`config.mk`:
```
export PLATFORM = sky130hd
export DESIGN_NAME = audio_tone_gen_flat
export DESIGN_NICKNAME = d
export VERILOG_FILES = /design/src/rtl/audio_tone_gen_if.sv /design/src/rtl/audio_tone_gen.sv /design/src/flat_wrapper.sv
export SDC_FILE = /design/constraint.sdc
export NUM_CORES = 1
export LEC_CHECK = 0
export BUFFER_PORTS_ARGS = -buffer_cell sky130_fd_sc_hd__buf_2
export CORE_ASPECT_RATIO = 0.7
export CORE_MARGIN = 8
export CORE_UTILIZATION = 45
export CTS_CLUSTER_SIZE = 14
export DETAILED_ROUTE_END_ITERATION = 8
export PLACE_DENSITY_LB_ADDON = 0.2
export REMOVE_ABC_BUFFERS = 1
export SYNTH_ARGS = -nofsm -noshare
export SYNTH_HDL_FRONTEND = slang
export SYNTH_SLANG_ARGS = --single-unit
```
`constraint.sdc`:
```
create_clock -name clk -period 3.3 [get_ports clk]
set_input_delay 0.66 -clock clk [delete_from_list [all_inputs] [get_ports clk]]
set_output_delay 0.66 -clock clk [all_outputs]
set_load 0.01 [all_outputs]
```
`src/rtl/audio_tone_gen_if.sv`:
```
`default_nettype none
// ============================================================================
// Module : audio_tone_gen_if
// Brief  : valid/ready sample stream from the tone generator to the I2S serializer.
// Rev    : 1.0  initial release
// ============================================================================
interface audio_tone_gen_if #(
    parameter int SAMPLE_W = 16
);
    logic                out_valid;
    logic                out_ready;
    logic [SAMPLE_W-1:0] out_data;
    logic                out_right;

    modport master (
        output out_valid,
        output out_data,
        output out_right,
        input  out_ready
    );

    modport slave (
        input  out_valid,
        input  out_data,
        input  out_right,
        output out_ready
    );
endinterface
`default_nettype wire

```
`src/rtl/audio_tone_gen.sv`:
```
`default_nettype none
// ============================================================================
// Module : audio_tone_gen
// Brief  : phase-accumulator stereo test tone (saw/square/triangle/silence),
//          attenuated, streamed as left/right words. Triangle fold is compiled
//          in only when AUDIO_TONE_TRIANGLE_EN is defined.
// Rev    : 1.0  initial release
// ============================================================================
module audio_tone_gen #(
    parameter int PHASE_W  = 24,
    parameter int SAMPLE_W = 16
) (
    input  wire logic               clk,
    input  wire logic               rst_n,
    input  wire logic               enable,
    input  wire logic [PHASE_W-1:0] ftw,
    input  wire logic [1:0]         wave_sel,
    input  wire logic [3:0]         atten,
    input  wire logic               invert_r,
    audio_tone_gen_if.master        out_if,
    output      logic [15:0]        frame_cnt
);

    localparam logic [1:0] S_IDLE  = 2'd0;
    localparam logic [1:0] S_GEN   = 2'd1;
    localparam logic [1:0] S_LEFT  = 2'd2;
    localparam logic [1:0] S_RIGHT = 2'd3;

    localparam logic [SAMPLE_W-1:0] c_pos_fs = {1'b0, {(SAMPLE_W-1){1'b1}}};
    localparam logic [SAMPLE_W-1:0] c_neg_fs = {1'b1, {(SAMPLE_W-2){1'b0}}, 1'b1};
    localparam logic [SAMPLE_W-1:0] c_min    = {1'b1, {(SAMPLE_W-1){1'b0}}};

    logic [1:0]                r_state;
    logic [PHASE_W-1:0]        r_phase;
    logic [PHASE_W-1:0]        r_ftw_sh;
    logic [SAMPLE_W-1:0]       r_left;
    logic [SAMPLE_W-1:0]       r_right;
    logic [15:0]               r_frame;

    logic [SAMPLE_W-1:0]       w_top;
    logic [SAMPLE_W-1:0]       w_raw;
    logic signed [SAMPLE_W-1:0] w_left;
    logic [SAMPLE_W-1:0]       w_right;
    logic                      w_fire;

    assign w_top  = r_phase[PHASE_W-1 -: SAMPLE_W];
    assign w_fire = out_if.out_valid & out_if.out_ready;

`ifdef AUDIO_TONE_TRIANGLE_EN
    // Second half of the cycle folds the ramp back down by inverting the index.
    logic [SAMPLE_W-1:0] w_fold;
    assign w_fold = r_phase[PHASE_W-2 -: SAMPLE_W] ^ {SAMPLE_W{r_phase[PHASE_W-1]}};
`endif

    always_comb begin
        w_raw = '0;
        case (wave_sel)
            2'b00:   w_raw = {~w_top[SAMPLE_W-1], w_top[SAMPLE_W-2:0]};
            2'b01:   w_raw = r_phase[PHASE_W-1] ? c_neg_fs : c_pos_fs;
`ifdef AUDIO_TONE_TRIANGLE_EN
            2'b10:   w_raw = {~w_fold[SAMPLE_W-1], w_fold[SAMPLE_W-2:0]};
`else
            2'b10:   w_raw = '0;
`endif
            default: w_raw = '0;
        endcase
    end

    assign w_left = $signed(w_raw) >>> atten;

    // Negating the most negative code would wrap, so clamp it to +full scale.
    always_comb begin
        w_right = w_left;
        if (invert_r) begin
            w_right = (w_left == c_min) ? c_pos_fs : -w_left;
        end
    end

    always_ff @(posedge clk or negedge rst_n) begin
        if (!rst_n) begin
            r_state  <= S_IDLE;
            r_phase  <= '0;
            r_ftw_sh <= '0;
            r_left   <= '0;
            r_right  <= '0;
            r_frame  <= '0;
        end else begin
            case (r_state)
                S_IDLE: begin
                    if (enable) begin
                        r_state <= S_GEN;
                    end
                end
                S_GEN: begin
                    if (!enable) begin
                        r_state <= S_IDLE;
                    end else begin
                        r_ftw_sh <= ftw;
                        r_left   <= w_left;
                        r_right  <= w_right;
                        r_state  <= S_LEFT;
                    end
                end
                S_LEFT: begin
                    if (w_fire) begin
                        r_state <= S_RIGHT;
                    end
                end
                S_RIGHT: begin
                    if (w_fire) begin
                        r_phase <= r_phase + r_ftw_sh;
                        r_frame <= r_frame + 16'd1;
                        r_state <= S_GEN;
                    end
                end
                default: r_state <= S_IDLE;
            endcase
        end
    end

    assign out_if.out_valid = (r_state == S_LEFT) | (r_state == S_RIGHT);
    assign out_if.out_right = (r_state == S_RIGHT);
    assign out_if.out_data  = (r_state == S_LEFT)  ? r_left  :
                              (r_state == S_RIGHT) ? r_right : '0;
    assign frame_cnt        = r_frame;

endmodule
`default_nettype wire

```
`src/flat_wrapper.sv`:
```
// flat-port wrapper written by rule: the top's interface ports become plain ports
module audio_tone_gen_flat 
#(
    parameter int PHASE_W  = 24,
    parameter int SAMPLE_W = 16
)
  (clk, rst_n, enable, ftw, wave_sel, atten, invert_r, frame_cnt, out_if_out_valid, out_if_out_data, out_if_out_right, out_if_out_ready);
  audio_tone_gen_if #(.SAMPLE_W(SAMPLE_W)) out_if_i ();
  input  wire logic clk;
  input  wire logic rst_n;
  input  wire logic enable;
  input  wire logic [PHASE_W-1:0] ftw;
  input  wire logic [1:0] wave_sel;
  input  wire logic [3:0] atten;
  input  wire logic invert_r;
  output      logic [15:0] frame_cnt;
  output wire logic [$bits(out_if_i.out_valid)-1:0] out_if_out_valid;
  output wire logic [$bits(out_if_i.out_data)-1:0] out_if_out_data;
  output wire logic [$bits(out_if_i.out_right)-1:0] out_if_out_right;
  input wire logic [$bits(out_if_i.out_ready)-1:0] out_if_out_ready;
  assign out_if_out_valid = out_if_i.out_valid;
  assign out_if_out_data = out_if_i.out_data;
  assign out_if_out_right = out_if_i.out_right;
  assign out_if_i.out_ready = out_if_out_ready;
  audio_tone_gen #(.PHASE_W(PHASE_W), .SAMPLE_W(SAMPLE_W)) u_core (.clk(clk), .rst_n(rst_n), .enable(enable), .ftw(ftw), .wave_sel(wave_sel), .atten(atten), .invert_r(invert_r), .out_if(out_if_i), .frame_cnt(frame_cnt));
endmodule
```
==> results of run 1 <==
==> worst min-delay path by stage <==
stage	from	to
after detailed placement	u_core.frame_cnt[15]$_DFFE_PN0P_	u_core.frame_cnt[15]$_DFFE_PN0P_
after global placement	u_core.frame_cnt[15]$_DFFE_PN0P_	u_core.frame_cnt[15]$_DFFE_PN0P_
final	rst_n	u_core.r_ftw_sh[0]$_DFFE_PN0P_
after CTS	rst_n	u_core.r_ftw_sh[0]$_DFFE_PN0P_
after global routing	rst_n	u_core.r_ftw_sh[0]$_DFFE_PN0P_
after floorplan	rst_n	u_core.frame_cnt[0]$_DFFE_PN0P_
==> repair_timing <==
item,4_1_cts,5_1_grt
pin swaps,0,3
hold endpoints to repair,0,0
setup endpoints to repair,12,16
resized for setup,2,20
buffers inserted,0,1
==> sequential cells by signal, summed over array words and instances, names as in the netlist <==
register,count
u_core.r_ftw_sh,24
u_core.r_state,2
u_core.r_right,16
u_core.r_phase,24
u_core.frame_cnt,16
u_core.r_left,16
==> worst register-to-register path, stage by stage (launching register included) <==
cell                       delay [ps]
sky130_fd_sc_hd__dfrtp_2          450
sky130_fd_sc_hd__mux4_2           520
sky130_fd_sc_hd__a211oi_4         270
sky130_fd_sc_hd__a211oi_2          90
sky130_fd_sc_hd__a211oi_4         200
sky130_fd_sc_hd__ha_2             210
sky130_fd_sc_hd__inv_1             50
sky130_fd_sc_hd__a2111o_1         320
sky130_fd_sc_hd__nor3_2           110
sky130_fd_sc_hd__nand3_1          140
sky130_fd_sc_hd__buf_4            170
sky130_fd_sc_hd__nor3_2           170
sky130_fd_sc_hd__nand3_1          110
sky130_fd_sc_hd__a32o_1           250
==> cells by family (layout without fill, tap and decap cells) <==
| logic type | after synthesis | in the layout | share of synthesized area [%] |
|---|---|---|---|
| flip-flops | 98 | 98 | 38.58 |
| buffers and inverters | 60 | 189 | 3.897 |
| adder cells (fa/ha/maj) | 30 | 30 | 6.022 |
| AO/OA/AOI/OAI | 191 | 191 | 20.08 |
| XOR/XNOR | 49 | 49 | 6.751 |
| multiplexers | 28 | 28 | 6.751 |
| AND/OR/NAND/NOR | 263 | 263 | 17.93 |
==> power by group through the flow <==
stage               clock [mW]  combinational [mW]  sequential (mW)
finish                    1.04                3.28             2.08
global route              1.12                3.67             2.14
CTS                       1.06                3.22             2.08
detailed placement           0                3.20             2.10
global placement             0                3.12             2.08
floorplan                    0                2.16             1.99
==> metrics by stage <==
step                setup WS, ps  area (µm²)  hold WS [ps]  total power [mW]
CTS                        25.42        7687         364.6             6.353
global placement          -303.5        7400         452.3             5.200
detailed placement        -391.3        7400         460.8             5.300
global route              -16.85        7764         375.3             6.931
finish                     113.5        7764         327.9             6.400
floorplan                 -187.2        6196         364.4             4.150
==> layout by cell type (no fill, tap or decap), drive strengths merged, types with 3 or more instances in the layout <==
master and count:
nand2 153, buf 150, dfrtp 98, o21ai 69, nor2 45, a21oi 39
xnor2 30, ha 29, inv 22, xor2 19, nand3 16, a22o 15
clkbuf 13, mux4 11, a211oi 11, mux2 9, nor2b 8, o21a 8
nand4 8, mux2i 8, nor3 8, nand2b 7, or3 7, a21o 6
o31ai 6, o211ai 5, a31oi 3, clkinv 3
==> Yosys cell counts (9+ instances only) <==
library cell               instances
sky130_fd_sc_hd__ha_1             29
sky130_fd_sc_hd__a21oi_1          38
sky130_fd_sc_hd__nand2_1         153
sky130_fd_sc_hd__dfrtp_1          98
sky130_fd_sc_hd__nand3_1          15
sky130_fd_sc_hd__mux4_2           11
sky130_fd_sc_hd__a22o_1           15
sky130_fd_sc_hd__inv_1            22
sky130_fd_sc_hd__xor2_1           19
sky130_fd_sc_hd__xnor2_1          30
sky130_fd_sc_hd__o21ai_0          69
sky130_fd_sc_hd__buf_2             9
sky130_fd_sc_hd__clkbuf_1         26
sky130_fd_sc_hd__nor2_1           45
==> cell type report <==
cell class | instances | area [µm²] | area share, %
clock buffer | 13 | 240.2 | 3.094
clock inverter | 3 | 40.04 | 0.5157
inverter | 23 | 86.33 | 1.112
multi-input combinational | 561 | 3725 | 47.98
sequential | 98 | 2454 | 31.60
tap | 190 | 237.7 | 3.062
timing repair buffer | 150 | 980.9 | 12.63
==> metal layers <==
metal / wire (µm) / share of wire [%] / global-route usage, % / up-vias
met5: 0 / 0 / 0 / -
met1: 9186 / 51 / 31.04 / 2698
met2: 7175 / 40 / 27.68 / 202
met3: 1453 / 8.1 / 6.110 / 13
met4: 161 / 0.90 / 4.759 / 0
li1: - / - / - / 2782
==> impl_results.md, run 1 <==
* Crit path arrival time at approximately 3400 ps
* #FFs+latches synth at 98
* Worst Tran Pin Value at 1127 ps
* Power spent charging and discharging nets at 2.665 mW
* Number of setup violations in the final report at 0
* Max_slew headroom at between 20% and 30%
* Final period utilization at a little over nine tenths
* Layout cells sized above 1 at ~24%
* Max-slew violation total from the final report at 0
* Result of the run: completed
* Effective utilization at floorplan at 45.82%
* Worst path max stage delay at about 550 ps
* Leakage at ~3.7 nW
* Switching share of power at between 40% and 50%
* Post-Syn Instances at between 700 and 800
* Largest net degree at the start of global routing at between 50 and 60
* Count of input and output buffers at 68
* End of the worst register-to-register path: u_core.r_right[14]$_DFFE_PN0P_
* DR iter-0 viols at between 400 and 500
* Final worst clock skew at approximately 8 ps
* Hold Path Class: input pin to asynchronous set/reset pin
* Number of hold-repair buffers added at the cts stage at 0
* Number of global-route vias before repair at 5,468
* Antenna diode count at 0
* Crit path buf inv count at 3
* Share of the synthesized area in the top cell type at 38.58%
* Cells traversed along the worst timing path: buf_2 -> mux4_2 -> a211oi_4 -> a211oi_2 -> a211oi_4 -> ha_2 -> inv_1 -> a2111o_1 -> nor3_2 -> nand3_1 -> buf_4 -> nor3_2 -> nand3_1 -> a32o_1
* Total power density per cell area at around 820 nW/µm²
* RSZ-0062 raised after global routing: yes
* Sequential share of power at between 30% and 40%
* Type of element capturing the critical path: flop
* Cell types occupying the most area after synthesis: sky130_fd_sc_hd__dfrtp_1 39%, sky130_fd_sc_hd__nand2_1 9.0%, sky130_fd_sc_hd__ha_1 5.7%
* DRC violations left at 0
* DIE AREA at about 18,000 µm²
* Final number of hold-violating endpoints at 0
* Maximum vdd ir drop at around 0.33 mV
* Number of instances in the placed design at 1,021
* Number of enable flip-flop cells after synthesis at 0
* Number of CTS-inserted buffers at 9
* Clock network fraction of total power at ~16%
* Setup slack of the worst register-to-register path at around 120 ps
* I/O pin total at between 60 and 70
* Number of core rows at 36
* Number of search-and-repair iterations in the first detailed-routing pass at 5
* Cell with the biggest individual delay on the critical path: sky130_fd_sc_hd__mux4_2
* Max frequency at 0.3138 GHz
* Count of filler cells inserted in the layout at 1,309
* Maxcap violations at 0
* Dominant delay contributor by cell family on the critical path: compound AO/OA/AOI/OAI gates
* Count of antenna-violating nets left after detailed routing at 0
* Largest fanout on the critical path at 2
* Routed wire per std cell at between 15 and 20 µm
* Remaining global-route overflow at 0
* Post-route non-filler standard cell count at between 1,000 and 1,500
* Category of the most critical setup path: input pin to flop
* Depth of the CTS H-tree at 3
* CTS sink count at about 100
* Placeable Area at roughly 14,000 µm²
* Top cell type by total area after synthesis: sky130_fd_sc_hd__dfrtp_1
* Library cells used by synthesis at between 60 and 70
* Ratio of routed vias to standard cells at between 5 and 6
* Global-route wire length before repair at 29,220 µm
* Nets at ~900
* Share of synthesized flip-flops with an asynchronous set or reset at 100.0%
* Height of the chip at 115.4 µm
* Total Wirelength at approximately 18,000 µm
* Die X at about 160 µm
* Mean instance size in the synthesized netlist at between 8 and 9 µm²
* Clock latency at the later pin of the worst-skew pair at about 350 ps
* CTS clk-pin slew, worst paths at approximately 70 ps
* Required time of the worst setup path at 3540 ps
* HPWL Detailed at about 14,000 µm
* Time the final worst path needs with I/O delays and setup at around 3200 ps
* Root buffer cell: sky130_fd_sc_hd__clkbuf_16
* Yosys warning count at 0
* Area growth, synth to finish at 22.12%
* Placer congestion estimate at between 0.9 and 1
* Synthesized cell area at ~6400 µm²
* Sequential fraction of the synthesis area at about 39%
* Share of power burned in combinational logic at 51.3%
* Setup TNS at 0 ps
* Reg-to-Reg Start: u_core.r_phase[12]$_DFFE_PN0P_
* Internal Dissipation at 3.735 mW
* All-layer global routing usage at between 20% and 30%
* Kind of start point of the critical path: input pin
* Routed vias at about 5,700
* Crit path launch: atten[1]
* Stages on the worst setup path at 14
* Most common flop cell mapped by yosys: sky130_fd_sc_hd__dfrtp_1
* Clock tree from TritonCTS: done
* Depth of the most critical reg-to-reg path at 13
* Capture point of the worst path: u_core.r_right[14]$_DFFE_PN0P_
* CTS max path bufs at 2
* Share of the core filled with cells at approximately 56%
* Antenna violations before repair at 0
Note: power is estimated with default switching activity, not from simulation.
==> inputs of run 2 (changes only) <==
BUFFER_PORTS_ARGS = not set   (was -buffer_cell sky130_fd_sc_hd__buf_2)
CELL_PAD_IN_SITES_DETAIL_PLACEMENT = 0   (was not set)
CELL_PAD_IN_SITES_GLOBAL_PLACEMENT = 1   (was not set)
CORE_UTILIZATION = 44   (was 45)
CTS_CLUSTER_SIZE = not set   (was 14)
DONT_BUFFER_PORTS = 1   (was not set)
==> impl_results.md, run 2 (synthesis gave the netlist of run 1 again) <==
* Final number of hold-violating endpoints at 0 (unchanged)
* Clock latency at the later pin of the worst-skew pair at 360 ps (about the same)
* Number of CTS-inserted buffers at 9 (unchanged)
* Max-slew violation total from the final report at 0 (unchanged)
* Largest net degree at the start of global routing at 99 (+68%)
* Count of antenna-violating nets left after detailed routing at 0 (unchanged)
* Dpl ws at -188.7 ps (+202.5 ps)
* Antenna diode count at 0 (unchanged)
* Sequential share of power at 34.0% (+1.5 points)
* Depth of the CTS H-tree at 3 (unchanged)
* Layout cells sized above 1 at 12.93% (-11 points)
* Worst Tran Pin Value at 1098 ps (-29.06 ps)
* Type of element capturing the critical path: flop
* Antenna violations before repair at 0 (unchanged)
* I/O pin total at 69 (unchanged)
* Placeable Area at 14,010 µm² (+0.97%)
* All-layer global routing usage at 18.49% (-2.0 points)
* Clock tree from TritonCTS: done
* Root buffer cell: sky130_fd_sc_hd__clkbuf_16
* Power spent charging and discharging nets at 2.583 mW (-3.1%)
* Max frequency at 0.3191 GHz (+1.7%)
* Number of setup violations in the final report at 0 (unchanged)
* DR iter-0 viols at 333 (-30%)
* Depth of the most critical reg-to-reg path at 12 (-1)
* Registers with the most flip-flops: u_core.r_ftw_sh: 24 flops, u_core.r_phase: 24 flops
* CTS sink count at 98 (unchanged)
* CTS max path bufs at 2 (unchanged)
* DRC violations left at 0 (unchanged)
* Routed wire per std cell at 17.98 µm (+3.8%)
* Number of core rows at 36 (unchanged)
* Placed standard-cell area at 6700 µm² (-9.5%)
* Time the final worst path needs with I/O delays and setup at 3134 ps (-52.47 ps)
* Final period utilization at 94.97% (-1.6 points)
* Max_slew headroom at 26.54% (+1.8 points)
* Routed vias at 5,255 (-7.7%)
* Nets at 795 (-12%)
* Final worst clock skew at 11.75 ps (+3.948 ps)
* Required time of the worst setup path at 3480 ps (-60 ps)
* Post-route non-filler standard cell count at 925 (-11%)
* Die X at 159.7 µm (+1.0%)
* Hold Path Class: input pin to asynchronous set/reset pin
* Remaining global-route overflow at 0 (unchanged)
* Maxcap violations at 0 (unchanged)
* RSZ-0062 raised after global routing: yes
* Effective utilization at floorplan at 45.38% (-0.44 points)
* HPWL Detailed at 12,250 µm (-11%)
* Kind of start point of the critical path: flop
* Number of global-route vias before repair at 5,237 (-4.2%)
* Ratio of routed vias to standard cells at 5.681 (+3.5%)
* Area growth, synth to finish at 11.26%
* Internal Dissipation at 3.575 mW (-4.3%)
* Global-route wire length before repair at 27,800 µm (-4.9%)
* Result of the run: completed
* CTS clk-pin slew, worst paths at 80 ps (about the same)
* Number of instances in the placed design at 907 (-11%)
* Largest fanout on the critical path at 6 (+4)
* Final standard cell area without fillers at 7073 µm² (-8.9%)
* Placer congestion estimate at 0.8820 (-8.6%)
* Most frequent standard cell in the layout excluding fill and tap cells: sky130_fd_sc_hd__nand2_1
* Share of power burned in combinational logic at 48.1% (-3.2 points)
* Most frequent cells in the layout: 152 x sky130_fd_sc_hd__nand2_1, 94 x sky130_fd_sc_hd__dfrtp_1, 68 x sky130_fd_sc_hd__o21ai_0, 45 x sky130_fd_sc_hd__nor2_1, 37 x sky130_fd_sc_hd__a21oi_1
* Number of search-and-repair iterations in the first detailed-routing pass at 5 (unchanged)
* Setup ws final at 165.9 ps (+52.46 ps)
* Leakage at 3.218 nW (-14%)
* DIE AREA at 18,610 µm² (+2.0%)
* Total Wirelength at 16,640 µm (-7.5%)
* Switching share of power at 41.95% (+0.30 points)
* Height of the chip at 116.6 µm (+0.97%)
* Category of the most critical setup path: flop to flop
* Maximum vdd ir drop at 0.2952 mV (-11%)
* Count of input and output buffers at 0 (-100%)
* Crit path arrival time at 3310 ps (-120 ps)
* Total power density per cell area at 870.5 nW/µm² (+5.6%)
* Clock network fraction of total power at 17.9% (+1.7 points)
run 2: worst paths after layout:
kind	from	endpoint	slack [ps]
setup / recovery	u_core.r_phase[13]$_DFFE_PN0P_	u_core.r_right[15]$_DFFE_PN0P_	170
max in group asynchronous	rst_n	u_core.r_phase[11]$_DFFE_PN0P_	2670
hold / removal	rst_n	u_core.r_ftw_sh[2]$_DFFE_PN0P_	230
min in group clk	ftw[3]	u_core.r_ftw_sh[3]$_DFFE_PN0P_	400
setup reg to reg	u_core.r_phase[13]$_DFFE_PN0P_	u_core.r_right[15]$_DFFE_PN0P_	170
hold reg to reg	u_core.r_left[5]$_DFFE_PN0P_	u_core.r_left[5]$_DFFE_PN0P_	480
run 2: power by group through the flow:
stage	combinational [mW]	sequential (mW)	clock, mW
2_1_floorplan	2.16	1.99	0
3_3_place_gp	2.81	2.09	0
3_5_place_dp	2.90	2.11	0
4_1_cts	2.94	2.09	1.14
5_1_grt	3.34	2.17	1.20
6_report	2.96	2.09	1.11
run 2: layout make-up:
class                      count  area (µm²)
clock buffer                   9       225.2
tap                          190       237.7
multi-input combinational    561        3687
inverter                      23       86.33
fill                        1305        6935
clock inverter                 7       81.33
timing repair buffer          37       297.8
sequential                    98        2457
run 2: through the flow:
step / utilization, % / TNS [ps] / total power [mW] / hold WS, ps
after detailed placement: 47.83 / -2245 / 5.003 / 368.3
final: 50.49 / 0 / 6.157 / 233.2
after floorplan: - / -204.6 / 4.150 / 364.4
after CTS: 50.21 / 0 / 6.173 / 249.3
after global placement: 47.83 / -979.0 / 4.896 / 369.3
after global routing: 50.49 / -10.21 / 6.710 / 263.9
run 2: routing by layer:
layer	vias up	wire, µm	global-route usage (%)
met1	2548	8451	26.19
met3	16	925	4.542
li1	2558	-	-
met5	-	0	0
met4	0	225	4.884
met2	133	7033	27.69
run 2: worst max-delay path, cell delays in order, from the launching register on:
cell                       delay [ps]
sky130_fd_sc_hd__dfrtp_2          450
sky130_fd_sc_hd__mux4_2           500
sky130_fd_sc_hd__a211oi_2         230
sky130_fd_sc_hd__a211oi_1         100
sky130_fd_sc_hd__a211oi_4         210
sky130_fd_sc_hd__ha_2             220
sky130_fd_sc_hd__inv_1             50
sky130_fd_sc_hd__a2111o_1         320
sky130_fd_sc_hd__nor3_2           140
sky130_fd_sc_hd__nand3_2          120
sky130_fd_sc_hd__o41a_1           380
sky130_fd_sc_hd__nand3_1          100
sky130_fd_sc_hd__o311ai_0         130
run 2: what timing repair did:
action                                 in CTS  in global routing
setup endpoints to repair                   0                 17
hold buffers                                1                  0
buffers inserted                            0                  1
gates resized for setup                     0                 11
endpoints found under the hold margin      98                  0
==> inputs of run 3 (changes only) <==
HOLD_SLACK_MARGIN = 0.12   (was not set)
PLACE_DENSITY_LB_ADDON = 0.1   (was 0.2)
==> impl_results.md, run 3 (synthesis gave the netlist of run 1 again) <==
* Root buffer cell: sky130_fd_sc_hd__clkbuf_16
* Hold Path Class: input pin to asynchronous set/reset pin
* Top routing layer in use: met4
* HPWL Detailed at 12,480 µm (+1.8%)
* Placed standard-cell area at 6730 µm² (+0.45%)
* Placer congestion estimate at 0.8903 (+0.94%)
* Total power density per cell area at 863.2 nW/µm² (-0.84%)
* Total Wirelength at 16,730 µm (+0.58%)
* Largest fanout on the critical path at 14 (+8)
* CTS sink count at 98 (unchanged)
* Effective utilization at floorplan at 45.38% (unchanged)
* DRC violations left at 0 (unchanged)
* Crit path arrival time at 3430 ps (+120 ps)
* Detailed-routed wire length on met2 at 6731 µm (-4.3%)
* Max-slew violation total from the final report at 0 (unchanged)
* Die X at 159.7 µm (unchanged)
* Number of core rows at 36 (unchanged)
* Depth of the CTS H-tree at 3 (unchanged)
* Height of the chip at 116.6 µm (unchanged)
* Max_slew headroom at 59.49% (+33 points)
* Placeable Area at 14,010 µm² (unchanged)
* Global-route wire length before repair at 27,930 µm (+0.47%)
* Area growth, synth to finish at 11.95%
* Number of CTS-inserted buffers at 9 (unchanged)
* RSZ-0062 raised after global routing: yes
* Count of filler cells inserted in the layout at 1,402 (+7.4%)
* Time the final worst path needs with I/O delays and setup at 3159 ps (+25.10 ps)
* Category of the most critical setup path: flop to flop
* Leakage at 3.227 nW (+0.29%)
* Number of setup violations in the final report at 0 (unchanged)
* Antenna diode count at 0 (unchanged)
* Clock latency at the later pin of the worst-skew pair at 340 ps (-20 ps)
* Final number of hold-violating endpoints at 0 (unchanged)
* Capture point of the worst path: u_core.r_right[0]$_DFFE_PN0P_
* Count of input and output buffers at 0 (unchanged)
* DIE AREA at 18,610 µm² (unchanged)
* Share of the core filled with cells at 50.80% (+0.31 points)
* DR iter-0 viols at 389 (+17%)
* Ratio of routed vias to standard cells at 5.636 (-0.80%)
* Final worst clock skew at 6.898 ps (-4.850 ps)
* Number of global-route vias before repair at 5,102 (-2.6%)
* Depth of the most critical reg-to-reg path at 12 (unchanged)
* Most frequent standard cell in the layout excluding fill and tap cells: sky130_fd_sc_hd__nand2_1
* Layout cells sized above 1 at 13.50% (+0.57 points)
* Nets at 801 (+0.75%)
* Remaining global-route overflow at 0 (unchanged)
* Type of element capturing the critical path: flop
* Setup slack of the worst register-to-register path at 140 ps (-30 ps)
* Antenna violations before repair at 0 (unchanged)
* Reg-to-Reg Start: u_core.r_phase[13]$_DFFE_PN0P_
* Clock tree from TritonCTS: done
* Final period utilization at 95.73% (+0.76 points)
* Registers with the most flip-flops: u_core.r_ftw_sh: 24 flops, u_core.r_phase: 24 flops
* Final standard cell area without fillers at 7117 µm² (+0.62%)
* Number of search-and-repair iterations in the first detailed-routing pass at 5 (unchanged)
* I/O pin total at 69 (unchanged)
* Maximum vdd ir drop at 0.4029 mV (+37%)
* Post-route worst hold slack at 220.6 ps (-12.61 ps)
* Result of the run: completed
* Max frequency at 0.3165 GHz (-0.79%)
* Required time of the worst setup path at 3570 ps (+90 ps)
* Metal-1 WL at 8933 µm (+5.7%)
* End of the worst register-to-register path: u_core.r_right[0]$_DFFE_PN0P_
* Met3 wire length at 996 µm (+7.7%)
* Crit path launch: u_core.r_phase[13]$_DFFE_PN0P_
* Routed wire per std cell at 17.97 µm (about the same)
* Most frequent cells in the layout: 152 x sky130_fd_sc_hd__nand2_1, 96 x sky130_fd_sc_hd__dfrtp_1, 69 x sky130_fd_sc_hd__o21ai_0, 45 x sky130_fd_sc_hd__nor2_1, 41 x sky130_fd_sc_hd__buf_4
* Routed vias at 5,247 (-0.15%)
* All-layer global routing usage at 18.64% (+0.15 points)
* Largest net degree at the start of global routing at 99 (unchanged)
* Worst Tran Pin Value at 604.0 ps (-494.0 ps)
* Maxcap violations at 0 (unchanged)
* Count of antenna-violating nets left after detailed routing at 0 (unchanged)
* CTS clk-pin slew, worst paths at 70 ps (about the same)
* Kind of start point of the critical path: flop
* CTS max path bufs at 2 (unchanged)
==> run 3: critical path: stages (launching register included) <==
cell,delay [ps]
sky130_fd_sc_hd__dfrtp_2,440
sky130_fd_sc_hd__mux4_2,510
sky130_fd_sc_hd__a211oi_2,220
sky130_fd_sc_hd__a211oi_2,90
sky130_fd_sc_hd__a211oi_4,260
sky130_fd_sc_hd__ha_2,230
sky130_fd_sc_hd__inv_2,40
sky130_fd_sc_hd__a2111o_1,310
sky130_fd_sc_hd__nor3_2,140
sky130_fd_sc_hd__nand3_2,110
sky130_fd_sc_hd__o41a_1,410
sky130_fd_sc_hd__buf_6,180
sky130_fd_sc_hd__a21oi_1,140
==> run 3: repair_timing <==
item | in CTS | in global routing
gates resized for setup | 0 | 14
endpoints found under the hold margin | 98 | 0
hold buffers | 1 | 0
endpoints found under the setup margin | 0 | 16
buffers inserted | 0 | 3
==> run 3: area by class of cell <==
cell class              count  area [µm²]  share of cell area, %
clock buffers              12       236.5                  3.323
clock inverters             4       52.55                 0.7384
inverters                  23       86.33                  1.213
multi-input cells         561        3702                  52.02
flip-flops and latches     98        2455                  34.49
well taps                 190       237.7                  3.340
repair buffers             43       346.6                  4.870
==> run 3: worst min-delay path by stage <==
| stage | start | endpoint | depth (start not counted) |
|---|---|---|---|
| after floorplan | rst_n | u_core.frame_cnt[0]$_DFFE_PN0P_ | 0 |
| after global placement | rst_n | u_core.r_ftw_sh[2]$_DFFE_PN0P_ | 0 |
| after detailed placement | rst_n | u_core.r_ftw_sh[2]$_DFFE_PN0P_ | 0 |
| after CTS | rst_n | u_core.r_ftw_sh[2]$_DFFE_PN0P_ | 1 |
| after global routing | rst_n | u_core.r_ftw_sh[0]$_DFFE_PN0P_ | 1 |
| final | rst_n | u_core.r_ftw_sh[1]$_DFFE_PN0P_ | 1 |
==> run 3: report_power, final <==
group	switching (mW)	internal [mW]
clock network	0.444	0.589
logic	1.70	1.32
registers	0.405	1.69
==> run 3: per-stage QoR <==
step,power [mW],cells,worst slack [ps],setup TNS [ps]
final,6.143,931,140.8,0
after global routing,6.716,931,-60.66,-698.0
after CTS,6.142,928,43.85,0
after detailed placement,5.031,911,-151.8,-2099
after global placement,4.954,911,-81.94,-952.3
after floorplan,4.150,682,-187.2,-204.6
==> run 3: per-layer routing <==
| metal | track usage (%) | vias up |
|---|---|---|
| met5 | 0 | - |
| met2 | 25.97 | 122 |
| met1 | 28.30 | 2546 |
| met3 | 4.683 | 7 |
| li1 | - | 2572 |
| met4 | 3.569 | 0 |
